--- src/rtl/enc8b10b_rd_select.sv ---
// Running-disparity select/update stage of the 8b/10b encoder with a 2-entry skid buffer
// toward the serializer. Optional saturating disparity-error counter under `RD_ERR_CNT_EN.
module enc8b10b_rd_select #(
    parameter logic RD_INIT   = 1'b0,
    parameter int   CNT_WIDTH = 16
) (
    input  logic                 clk,
    input  logic                 rst_n,
    input  logic                 i_valid,
    output logic                 o_in_ready,
    input  logic [9:0]           i_code_minus,
    input  logic [9:0]           i_code_plus,
    input  logic                 i_k,
    input  logic                 i_k_err_minus,
    input  logic                 i_k_err_plus,
    input  logic                 i_rd_reinit,
    output logic                 o_valid,
    input  logic                 i_ready,
    output logic [9:0]           o_symbol,
    output logic                 o_k,
    output logic                 o_k_error,
    output logic                 o_disp_error,
    output logic                 o_rd,
    input  logic                 i_err_clr,
    output logic [CNT_WIDTH-1:0] o_err_cnt
);

    // Payload layout: {symbol[9:0], k, k_error, disp_error, rd}
    localparam int PW = 14;

    logic          rd_reg;
    logic          rd_eff;
    logic          rd_new;
    logic [9:0]    sel_code;
    logic [9:0]    sym;
    logic          k_err;
    logic          disp_err;
    logic [3:0]    ones;
    logic [PW-1:0] new_payload;

    logic          out_valid_reg;
    logic [PW-1:0] out_data_reg;
    logic          skid_valid_reg;
    logic [PW-1:0] skid_data_reg;
    logic          in_ready_reg;
    logic          skid_valid_next;

    logic          in_fire;
    logic          out_fire;

    assign in_fire  = i_valid & in_ready_reg;
    assign out_fire = out_valid_reg & i_ready;

    // Reinit takes effect before a coincident selection.
    assign rd_eff   = i_rd_reinit ? RD_INIT : rd_reg;
    assign sel_code = rd_eff ? i_code_plus : i_code_minus;
    assign k_err    = i_k & (rd_eff ? i_k_err_plus : i_k_err_minus);

    always_comb begin
        ones = 4'd0;
        for (int i = 0; i < 10; i++) begin
            ones = ones + 4'(sel_code[i]);
        end
    end

    always_comb begin
        sym      = sel_code;
        disp_err = 1'b0;
        rd_new   = rd_eff;
        if (k_err) begin
            sym = 10'd0;
        end else if (ones == 4'd5) begin
            rd_new = rd_eff;
        end else if (ones == 4'd6 && !rd_eff) begin
            rd_new = 1'b1;
        end else if (ones == 4'd4 && rd_eff) begin
            rd_new = 1'b0;
        end else begin
            // Illegal disparity: pass the code through but resynchronise to RD-.
            disp_err = 1'b1;
            rd_new   = 1'b0;
        end
    end

    assign new_payload = {sym, i_k, k_err, disp_err, rd_new};

    always_ff @(posedge clk or negedge rst_n) begin
        if (!rst_n) begin
            rd_reg <= RD_INIT;
        end else if (in_fire) begin
            rd_reg <= rd_new;
        end else if (i_rd_reinit) begin
            rd_reg <= RD_INIT;
        end
    end

    // Skid only fills when the output register is stalled; it always drains first.
    always_comb begin
        skid_valid_next = skid_valid_reg;
        if (!out_valid_reg || out_fire) begin
            skid_valid_next = 1'b0;
        end else if (in_fire) begin
            skid_valid_next = 1'b1;
        end
    end

    always_ff @(posedge clk or negedge rst_n) begin
        if (!rst_n) begin
            out_valid_reg  <= 1'b0;
            out_data_reg   <= '0;
            skid_valid_reg <= 1'b0;
            skid_data_reg  <= '0;
            in_ready_reg   <= 1'b1;
        end else begin
            skid_valid_reg <= skid_valid_next;
            in_ready_reg   <= !skid_valid_next;
            if (!out_valid_reg || out_fire) begin
                if (skid_valid_reg) begin
                    out_valid_reg <= 1'b1;
                    out_data_reg  <= skid_data_reg;
                end else if (in_fire) begin
                    out_valid_reg <= 1'b1;
                    out_data_reg  <= new_payload;
                end else begin
                    out_valid_reg <= 1'b0;
                end
            end else if (in_fire) begin
                skid_data_reg <= new_payload;
            end
        end
    end

    assign o_in_ready   = in_ready_reg;
    assign o_valid      = out_valid_reg;
    assign o_symbol     = out_data_reg[13:4];
    assign o_k          = out_data_reg[3];
    assign o_k_error    = out_data_reg[2];
    assign o_disp_error = out_data_reg[1];
    assign o_rd         = out_data_reg[0];

`ifdef RD_ERR_CNT_EN
    logic [CNT_WIDTH-1:0] err_cnt_reg;

    always_ff @(posedge clk or negedge rst_n) begin
        if (!rst_n) begin
            err_cnt_reg <= '0;
        end else if (i_err_clr) begin
            err_cnt_reg <= '0;
        end else if (in_fire && disp_err && !(&err_cnt_reg)) begin
            err_cnt_reg <= err_cnt_reg + 1'b1;
        end
    end

    assign o_err_cnt = err_cnt_reg;
`else
    logic unused_err_clr;
    assign unused_err_clr = i_err_clr;
    assign o_err_cnt      = '0;
`endif

endmodule

--- config.mk ---
export PLATFORM = sky130hd
export DESIGN_NAME = enc8b10b_rd_select
export DESIGN_NICKNAME = d
export VERILOG_FILES = /design/src/rtl/enc8b10b_rd_select.sv
export SDC_FILE = /design/constraint.sdc
export NUM_CORES = 1
export LEC_CHECK = 0
export ABC_AREA = 1
export CAP_MARGIN = 10
export CELL_PAD_IN_SITES_DETAIL_PLACEMENT = 1
export CELL_PAD_IN_SITES_GLOBAL_PLACEMENT = 1
export CORE_MARGIN = 5
export CORE_UTILIZATION = 33
export CTS_CLUSTER_SIZE = 20
export DETAILED_ROUTE_END_ITERATION = 7
export PLACE_DENSITY = 0.77
export SLEW_MARGIN = 5
export SYNTH_ARGS = -nofsm -noshare
export SYNTH_HDL_FRONTEND = slang
export SYNTH_SLANG_ARGS = --single-unit
--- constraint.sdc ---
create_clock -name clk -period 4.2 [get_ports clk]
set_input_delay 1.26 -clock clk [delete_from_list [all_inputs] [get_ports clk]]
set_output_delay 1.26 -clock clk [all_outputs]
set_load 0.05 [all_outputs]
; Yosys cells after proc, flatten, opt, wreduce, memory -nomap -nowiden
; Index checks and enable logic that the tools add are counted.
[word_totals]
ff_bits = 32
in_bits = 29
out_inout_bits = 32
word_cells = 49
[classes]
add_sub_neg = 9
eq_ne = 3
n_mux = 18
bitwise = 4
reduce_logical = 9
[ops]
columns = op, count
row1 = 2-to-1 mux 14 bit, 2
row2 = adder 4 x 1 -> 4 bit, 6
row3 = 2-to-1 mux 10 bit, 2
row4 = 2-to-1 mux 1 bit, 14
row5 = "equality test 4 x 3 -> 1 bit, second input constant", 3
row6 = adder 3 x 1 -> 4 bit, 1
row7 = AND reduction 2 bit, 2
row8 = adder 2 x 1 -> 3 bit, 1
row9 = bitwise AND 1 bit, 3
row10 = zero test 1 bit, 3
row11 = adder 1 x 1 -> 2 bit, 1
row12 = logical AND 1 bit, 2
row13 = nonzero test 2 bit, 1
row14 = logical OR 1 bit, 1
row15 = NOT 1 bit, 1

; Logic depth before layout (Yosys ltp)
[depth]
ltp_word = 19
depth_mapped = 24
depth_no_buf = 23

; Worst setup path before layout
; No wires, ideal clock.
[synth_path]
path_kind = in2reg
startpoint = input port i_rd_reinit
endpoint = register out_data_reg[1]
setup_ps = 118
t_arrival_ps = 4506
setup_slack_ps = -424
cell_stages = 22
path_buffers = 2
path_cell_list = inv_1 > nand2_2 > buf_6 > buf_6 > nand2_1 > o21ai_0 > inv_1 > fa_1 > fa_1 > fa_1 > inv_1 > ha_1 > inv_1 > fa_1 > inv_1 > nand2_1 > nor2_1 > o21ai_0 > nand2_1 > nand2_1 > nand2_1 > nand2_1
[synth_via]
elab_chain_cells = 19
word_cells_on_any_way = 25
classes_between = add/sub: 9 / eq/ne: 3 / mux: 9 / bitwise: 1 / reduce/logical: 3
[synth_rtl]
columns = element, line_no
row1 = start: declaration, 16  ; input logic i_rd_reinit,
row2 = 2-to-1 mux 1 bit (*), n/a
row3 = 2-to-1 mux 10 bit, 56  ; assign sel_code = rd_eff ? i_code_plus : i_code_minus;
row4 = adder 1 x 1 -> 2 bit, 62  ; ones = ones + 4'(sel_code[i]);
row5 = adder 2 x 1 -> 3 bit, 62
row6 = adder 3 x 1 -> 4 bit, 62
row7 = adder 4 x 1 -> 4 bit (6 in a row), 62
row8 = equality test 4 x 3 -> 1 bit, 76  ; end else if (ones == 4'd4 && rd_eff) begin
row9 = logical AND 1 bit, 76
row10 = 2-to-1 mux 1 bit, 76
row11 = 2-to-1 mux 1 bit, 74  ; end else if (ones == 4'd6 && !rd_eff) begin
row12 = 2-to-1 mux 1 bit, 72  ; end else if (ones == 4'd5) begin
row13 = 2-to-1 mux 1 bit (*), 70  ; if (k_err) begin
row14 = 2-to-1 mux 14 bit (*), 121  ; end else if (in_fire) begin
row15 = 2-to-1 mux 14 bit (*), 118  ; if (skid_valid_reg) begin
row16 = end signal: assignment, 120  ; out_data_reg <= skid_data_reg;
row17 = end signal: assignment, 123  ; out_data_reg <= new_payload;
row18 = end: declaration, 42  ; logic [PW-1:0] out_data_reg;
; Mark *: on every way between the ends. The rest lies on a longest branch, timed or not. The select of a mux whose other input is x is not followed.
; A chain may end at the register's enable or synchronous reset.

; Worst setup path after layout
; Ends and elaborated chain as after synthesis.

==> flow_summary_export.csv <==
group,metric,value,unit
run_status,status,"finished with violations",
run_status,violations,"setup timing",
min_path,hold_path_depth,2,
clock_network,cts_buffers,5,
critical_path,slowest_delay,0.53,ns
global_routing,grt_util_all_layers,16.69,%
sta,fin_skew,0.004233,ns
yosys,synthesis.area,1989,um2
sta,setup_tns,-0.9045,ns
layout,areaGrowthSynthToFinish,47.99,%
drt,routed_wl,6304,um
sta,tightest_slew,0.5989,ns
floorplan,die-area,7682,um2
sta,hold_violations,0,
sta,maxSlewHeadroom,60.07,%
clock_network,path_clk_slew,0.06,ns
floorplan,initial_core_util,33.80,%
clock_network,htreeDepth,2,
sta,fin_crit,4.423,ns
global_routing,antenna_found_initial,0,
layout,regArea,802.0,um2
sta,final.period_utilization,105.3,%
layout,nets,375,
drt,drc_errors,0,
critical_path,path_cells,"buf_8 -> inv_8 -> nand2_8 -> o21ai_4 -> inv_1 -> fa_1 -> fa_1 -> fa_1 -> inv_2 -> ha_4 -> inv_2 -> fa_2 -> nand2_1 -> inv_1 -> nand4_1 -> nand2_2 -> inv_2 -> nand2_2 -> nand2_2 -> nand2_1 -> nand2_1",
critical_path,critPathBufInv,7,
floorplan,die_y,87.65,um
drt,via_per_inst,4.614,
placed_design,gp_congestion,0.7635,
critical_path,ff2ff_path_depth,19,
critical_path,startpoint_type,"input pin",
yosys,synthCells,258,
clock_network,cts.sinks,32,
critical_path,cp_num_cells,21,
power_and_ir_drop,power_density,543.0,nW/um2
critical_path,crit_slowest_cell,"fa_1",
power_and_ir_drop,power.leakage,1.525,nW
floorplan,row_count,28,
sta,worst_slack,-0.2229,ns
global_routing,grt.overflow.total,0,
sta,fmax,0.2261,GHz
sta,fin_hold_ws,0.4726,ns
power_and_ir_drop,ir_drop,0.2620,mV
clock_network,cts_tree,"built",
yosys,synthDistinctLibCells,27,
critical_path,worst_path_dominant_cell_family,"adder cells",
drt,dr.pass1.iters,4,
drt,wire_per_inst,15.23,um
min_path,hold_class,"reg -> reg",
floorplan,die_w,87.65,um
global_routing,grt_first_pass_wirelength,9653,um
floorplan,ios,61,
yosys,yosys_warnings,0,
power_and_ir_drop,p_total,1.599,mW
yosys,avgSynthCellArea,7.711,um2
floorplan,design.core.area,5886,um2
sta,finalSetupViolations,5,
layout,fill_cells,724,
critical_path,required,4.38,ns
critical_path,endpoint_kind,"flip-flop",
layout,multi_input_area,1077,um2
sta,maxSlewViolCount,0,
drt,via_count,1910,
critical_path,critical_path_class,"in -> reg",
clock_network,clockBufferDepth,2,
job,maxCapViolCount,0,
global_routing,grt_pass1_vias,1977,
sta,rsz0062_at_grt,"true",
layout,n_antenna_cell,0,
drt,drtIter0Drc,86,
placed_design,port_buffers,43,
clock_network,insertion_delay,0.28,ns
clock_network,root_buffer,"clkbuf_8",
critical_path,arrival,4.60,ns
yosys,yosysSeqAreaShare,40.31,%
drt,ant_nets,0,
critical_path,cp_max_fo,8,
yosys,ys_seq_elements,32,
global_routing,grt_max_degree,33,
placed_design,dpl.hpwl,3787,um
layout,drive_gt1_share,28.32,%
-- cell usage after synthesis --
library cell  number  area share, %
nor2_1            17            3.2
a31oi_1            1           0.31
fa_1               6            6.0
nand3_4            1           0.88
a21oi_2            1           0.44
o21ai_0            8            2.0
nand4_1            1           0.31
buf_4             19            7.2
nand2_4            2            1.1
o21ai_1            2           0.50
conb_1             1           0.19
nor2_4             1           0.57
clkbuf_1           1           0.19
dfstp_2            1            1.3
nand3_1           23            5.8
ha_1               2            1.3
nor3_1             1           0.25
nand2_2            3           0.94
dfrtp_1           31             39
a21oi_1           21            5.3
buf_2              2           0.50
nand2_1           73             14
o21ai_2            1           0.44
inv_2              4           0.75
buf_6              3            1.7
buf_1              1           0.19
inv_1             31            5.8
-- worst reg2reg max path: stages, from the launching register on --
cell	delay, ns
dfrtp_1	0.56
nand2_8	0.16
o21ai_4	0.21
inv_1	0.09
fa_1	0.53
fa_1	0.42
fa_1	0.46
inv_2	0.08
ha_4	0.13
inv_2	0.04
fa_2	0.53
nand2_1	0.06
inv_1	0.06
nand4_1	0.09
nand2_2	0.10
inv_2	0.05
nand2_2	0.07
nand2_2	0.04
nand2_1	0.07
nand2_1	0.05
-- metrics by stage --
stage          setup slack [ns]  util, %  cells  cell area (um2)
6_report                -0.2229    50.02    414             2944
5_1_grt                 -0.3735    50.02    414             2944
4_1_cts                 -0.2253    48.77    417             2870
3_5_place_dp             -1.026    42.52    379             2502
3_3_place_gp            -0.9691    42.52    379             2502
2_1_floorplan           -0.3267        -    273             2067
-- what timing repair did --
| action | in CTS | in global routing |
|---|---|---|
| buffers inserted | 29 | 2 |
| gates cloned | 1 | 0 |
| hold buffers | 0 | 0 |
| resized for setup | 40 | 24 |
| pin swaps | 20 | 14 |
| endpoints found under the setup margin | 5 | 7 |
-- cell usage in the layout, fill, tap and decap left out, drive strengths merged --
cell and n:
o21ai 11, a31oi 1, nor2 18, dfstp 1, buf 41, clkbuf 8, dlygate4sd2 12, dfrtp 31
nand4 1, ha 2, conb 16, clkdlybuf4s50 30, fa 6, nor3 1, nand3 24, nand2 79
inv 35, a21oi 22
-- cell type report --
| cell class | instances | area share [%] |
|---|---|---|
| Inverter | 35 | 4.972 |
| Timing Repair Buffer | 83 | 24.61 |
| Multi-Input combinational cell | 181 | 36.59 |
| Clock buffer | 8 | 3.400 |
| Tap cell | 75 | 3.187 |
| Sequential cell | 32 | 27.24 |
-- cells by family (layout without fill, tap and decap cells) --
logic type / count (synthesis) / after routing / synth area share [%]
AOI/OAI and AO/OA: 34 / 34 / 8.994
buffers and inverters: 61 / 126 / 16.35
other: 1 / 16 / 0.1885
DFF: 32 / 32 / 40.31
and+or+nand+nor: 122 / 123 / 26.86
adders and majority gates: 8 / 8 / 7.296
-- routing by layer --
metal | vias up | share of wire (%) | global-route usage (%) | wire, um
li1 | 928 | - | - | -
met1 | 911 | 38 | 18.00 | 2423
met2 | 57 | 54 | 31.37 | 3401
met3 | 14 | 3.8 | 2.728 | 242
met4 | 0 | 3.8 | 7.950 | 237
met5 | - | 0 | 0 | 0
-- power by group --
part | internal [mW] | switching [mW]
clock | 0.149 | 0.110
combinational | 0.319 | 0.546
sequential | 0.411 | 0.0623
total | 0.880 | 0.719
-- worst paths after layout --
| kind | startpoint | endpoint | slack (ns) |
|---|---|---|---|
| worst max-delay path | i_rd_reinit | out_data_reg[1]$_DFFE_PN0P_ | -0.22 |
| worst min-delay path | skid_data_reg[3]$_DFFE_PN0P_ | skid_data_reg[3]$_DFFE_PN0P_ | 0.47 |
| worst max register to register | rd_reg$_DFF_PN0_ | out_data_reg[1]$_DFFE_PN0P_ | 0.28 |
| worst min register to register | skid_data_reg[3]$_DFFE_PN0P_ | skid_data_reg[3]$_DFFE_PN0P_ | 0.47 |
| max in group asynchronous | rst_n | o_in_ready$_DFF_PN1_ | 2.50 |
| min in group asynchronous | rst_n | rd_reg$_DFF_PN0_ | 1.38 |
(Power assumes the default switching activity.)
